--- config.mk ---
export PLATFORM = sky130hd
export DESIGN_NAME = mux4_arbiter
export DESIGN_NICKNAME = d
export VERILOG_FILES = /design/src/rtl/mux4_arb_pkg.sv /design/src/rtl/mux4_arbiter_mux4.sv /design/src/rtl/mux4_arbiter.sv
export SDC_FILE = /design/constraint.sdc
export NUM_CORES = 1
export LEC_CHECK = 0
export BUFFER_PORTS_ARGS = -buffer_cell sky130_fd_sc_hd__buf_4
export CAP_MARGIN = 20
export CORE_AREA = 3 3 40 42
export DETAILED_ROUTE_END_ITERATION = 8
export DIE_AREA = 0 0 43 45
export GPL_ROUTABILITY_DRIVEN = 0
export PLACE_DENSITY = 0.7
export SETUP_SLACK_MARGIN = 0.2
export SYNTH_ARGS = -nofsm -noshare
export SYNTH_HDL_FRONTEND = slang
export SYNTH_HIERARCHICAL = 1
export SYNTH_SLANG_ARGS = --single-unit
--- constraint.sdc ---
create_clock -name clk -period 2.9 [get_ports clk]
set_input_delay 0.435 -clock clk [delete_from_list [all_inputs] [get_ports clk]]
set_output_delay 0.435 -clock clk [all_outputs]
set_load 0.05 [all_outputs]
--- src/rtl/mux4_arb_pkg.sv ---
// Shared types and arbitration helper for mux4_arbiter.
// Option MUX4_ARB_RR_EN selects round-robin, otherwise fixed priority.
package mux4_arb_pkg;

  localparam int NUM_REQ = 4;
  localparam int SEL_W   = 2;

  typedef enum logic {
    IDLE,
    XFER
  } arb_state_t;

  typedef struct packed {
    logic             vld;
    logic [SEL_W-1:0] idx;
  } pick_t;

  // First set bit of req scanning upward from last+1, wrapping.
  function automatic pick_t rr_pick(
    input logic [NUM_REQ-1:0] req,
    input logic [SEL_W-1:0]   last
  );
    pick_t            p;
    logic [SEL_W-1:0] i;
    p = '0;
    for (int k = 1; k <= NUM_REQ; k++) begin
      i = last + SEL_W'(k);
      if (!p.vld && req[i]) begin
        p.vld = 1'b1;
        p.idx = i;
      end
    end
    return p;
  endfunction

endpackage

--- src/rtl/mux4_arbiter_mux4.sv ---
// Four-input single-bit data mux shared by the arbiter.
// Purely combinational; z follows sel and the data inputs.
module mux4
  import mux4_arb_pkg::*;
(
  input  logic             d0,
  input  logic             d1,
  input  logic             d2,
  input  logic             d3,
  input  logic [SEL_W-1:0] sel,
  output logic             z
);

  always_comb begin
    z = d0;
    unique case (sel)
      2'd0: z = d0;
      2'd1: z = d1;
      2'd2: z = d2;
      2'd3: z = d3;
    endcase
  end

endmodule

--- src/rtl/mux4_arbiter.sv ---
// Burst-capped scheduler sharing one mux4 among four requesters.
// Define MUX4_ARB_RR_EN for round-robin; default is fixed priority.
module mux4_arbiter
  import mux4_arb_pkg::*;
#(
  parameter int BURST_LEN = 4
) (
  input  logic               clk,
  input  logic               rst,
  input  logic [NUM_REQ-1:0] req,
  input  logic [NUM_REQ-1:0] d,
  input  logic               out_ready,
  output logic [NUM_REQ-1:0] grant,
  output logic [SEL_W-1:0]   sel,
  output logic               out_data,
  output logic               out_valid,
  output logic               busy
);

  localparam int BW = $clog2(BURST_LEN + 1);

  arb_state_t       state;
  logic [SEL_W-1:0] owner;
  logic [BW-1:0]    beats;
  pick_t            pick;
  logic             beat;
  logic             done;

`ifdef MUX4_ARB_RR_EN
  logic [SEL_W-1:0] last;
  assign pick = rr_pick(req, last);
`else
  assign pick = rr_pick(req, SEL_W'(NUM_REQ - 1));
`endif

  assign sel       = owner;
  assign busy      = (state == XFER);
  assign out_valid = busy && req[owner];
  assign beat      = out_valid && out_ready;
  assign done      = beat && (beats == BW'(BURST_LEN - 1));

  always_ff @(posedge clk) begin
    if (rst) begin
      state <= IDLE;
      grant <= '0;
      owner <= '0;
      beats <= '0;
`ifdef MUX4_ARB_RR_EN
      last  <= SEL_W'(NUM_REQ - 1);
`endif
    end else begin
      unique case (state)
        IDLE: begin
          if (pick.vld) begin
            owner <= pick.idx;
            grant <= NUM_REQ'(1) << pick.idx;
            beats <= '0;
            state <= XFER;
          end
        end
        XFER: begin
          // withdrawal and final beat both end the grant
          if (!req[owner] || done) begin
`ifdef MUX4_ARB_RR_EN
            last  <= owner;
`endif
            grant <= '0;
            state <= IDLE;
          end else if (beat) begin
            beats <= beats + BW'(1);
          end
        end
      endcase
    end
  end

  mux4 u_mux (
    .d0  (d[0]),
    .d1  (d[1]),
    .d2  (d[2]),
    .d3  (d[3]),
    .sel (sel),
    .z   (out_data)
  );

endmodule

==> results.md <==
- Family with the most delay on the worst path: multiplexers
- Rows: 13
- Setup tns final: 0 ns
- YS warnings: 6
- CP Buf/Inv Count: 1
- # setup viols final: 0
- Drt initial violations: 14
- Post-synth EDFFs: 0
- Worst endpoint required time: 2.47 ns
- FF-to-FF Start: sel[0]
- DRT met1 WL: 569 um
- Pwr Density: 511 nW/um2
- Residual DRC: 0
- # hold bufs at CTS: 0
- Synthesized area: 556 um2
- Sink Count: 10
- Post-Place Worst Slack: 0.963 ns
- Core footprint: 1280 um2
- Clock insertion delay at the later pin of the skew report: 0.27 ns
- Tot Pwr: 381 uW
- Max_cap viols: 0
- GRT Total Usage: 14.6%
- Top-count cell post-synth: dfxtp_1
- Top cell type's share of synthesized area: 36.0%
- Top Layer Used: met4
- Die H: 45 um
- # diodes: 0
- Root buffer cell: clkbuf_4
- Slew Limit Fails: 0
- Max IR drop VDD: 280 uV
- Leak pwr: 0.000344 uW
- Initial core utilization: 43.2%
- IO Port Bufs: 19
- Syn Inst Count: 58
- Final ANT Viol Nets: 0
- Async SR Flop Fraction: 0%
- Post-DP HPWL: 1010 um
- Avg WL per Cell: 14.3 um
- Die width: 43 um
- CTS buffer count: 3
- Synth top cells by count: dfxtp_1, a21oi_1, inv_1
- Area grow syn2layout: 34.2%
- Cells taking the most area after synthesis: dfxtp_1, mux4_2, a21oi_1
- Final Skew: 0.00626 ns
- H-tree levels: 1
- Clk buf depth: 2
- R2r setup slk: 1.46 ns
- Post-CTS Resized: 0
- Fin crit period: 2.12 ns
- Synth Area per Inst: 9.58 um2
- Final Hold Viols: 0
- Setup crit end kind: output pin
- Number of setup buffers added after CTS: 0
- Via/cell ratio: 5.89
- Ports: 20
- Total detailed-routing wirelength: 1360 um
- DR WL met3: 132 um
- Share of cells above drive strength 1: 40.0%
- Status: completed
- RSZ-0062 raised after global routing: false
- Crit path kind: reg2out
- Cell variety after synth: 23
- Met2 routed WL: 644 um
- Vias in the first global route: 471
- Fin Hold WS: 0.386 ns
- Synth area leader: dfxtp_1
- Rel. slew slack: 54.0%
- Prevailing post-synth register cell: dfxtp_1
- Crit Path Max Fanout: 4
- Register bit count reported by yosys: 10
- CP Cell Sequence: mux4_2 -> and2_2 -> buf_4
- Hold wc startpoint: rst
- Tcrit/Tclk final: 73.2%
- Worst setup path startpoint: sel[0]
- Nets@finish: 94
- Startpoint types: register
- Arrival time at the worst endpoint: 1.69 ns
- Vias: 560
- Critical Path Max Stage Delay: 0.59 ns
- Initial antenna violation count: 0
- Die area: 1940 um2
- Mapped Nets: 71
- Final setup margin: 0.778 ns
- CTS clk-pin slew, worst paths: 0.07 ns
- Worst Hold Class: in2reg
- Slowest stage cell, crit path: mux4_2
- Worst Tran Pin Value: 0.683 ns
- Pin count of the biggest net entering global routing: 17
- CTS tree: done
- Register area share after synthesis: 36.0%
- GRT overflow: 0
- Drt pass-1 iters: 4
- Max Clock Freq: 471 MHz
- Global-route wire length before repair: 2070 um
## layout make-up
cell class                 count  area (um2)
fill                         136         539
multi-input combinational     42         329
sequential                    10         200
inverter                       5        18.8
timing repair buffer          19         143
clock buffer                   4        36.3
tap                           15        18.8
## layer usage
metal	up-vias	GRT usage, %
li1	265	-
met3	2	7.57
met1	268	16.4
met5	-	0
met2	25	23.7
met4	0	5.42
## worst register-to-register path, stage by stage, from the launching register on
cell	delay (ns)
dfxtp_1	0.42
mux4_2	0.59
nand3_1	0.20
a211oi_1	0.11
## where the power goes
group / switching, uW / internal [uW] / leakage [uW] / total [uW]
logic: 57.9 / 38.5 / 0.000242 / 96.4
registers: 11.6 / 143 / 0.0000816 / 155
clock network: 53.3 / 76.3 / 0.0000210 / 130
total: 123 / 258 / 0.000344 / 381
## final timing paths
check	end	cells after the start
setup / recovery	out_valid	3
hold / removal	busy	2
setup reg to reg	grant[3]	3
hold reg to reg	beats[1]	2
## registers in the layout, indices dropped and copies added (netlist names)
register  flops
grant         4
sel           2
beats         3
busy          1
## stage by stage
stage | area, um2 | instances | utilization [%]
CTS | 746 | 95 | 58.0
detailed placement | 709 | 91 | 55.2
global placement | 709 | 91 | 55.2
global route | 746 | 95 | 58.0
finish | 746 | 95 | 58.0
floorplan | 556 | 58 | -
## kinds of logic (layout without fill, tap and decap cells)
logic type | count (synthesis) | in the layout | share of synthesized area, %
AOI/OAI and AO/OA | 18 | 18 | 21.8
adders and majority gates | 2 | 2 | 4.50
buffers and inverters | 6 | 28 | 4.73
DFF | 10 | 10 | 36.0
muxes | 5 | 5 | 13.5
and+or+nand+nor | 17 | 17 | 19.4
## layout by cell type, fill, tap and decap left out, drive strengths merged, types with 3 or more instances in the layout
cell type	netlist	routed
buf	1	19
clkbuf	0	4
nand2	3	3
inv	5	5
or2	3	3
dfxtp	10	10
a21oi	6	6
nor2	4	4
mux2i	3	3
o211ai	3	3
a211oi	3	3
(Power assumes the default switching activity.)
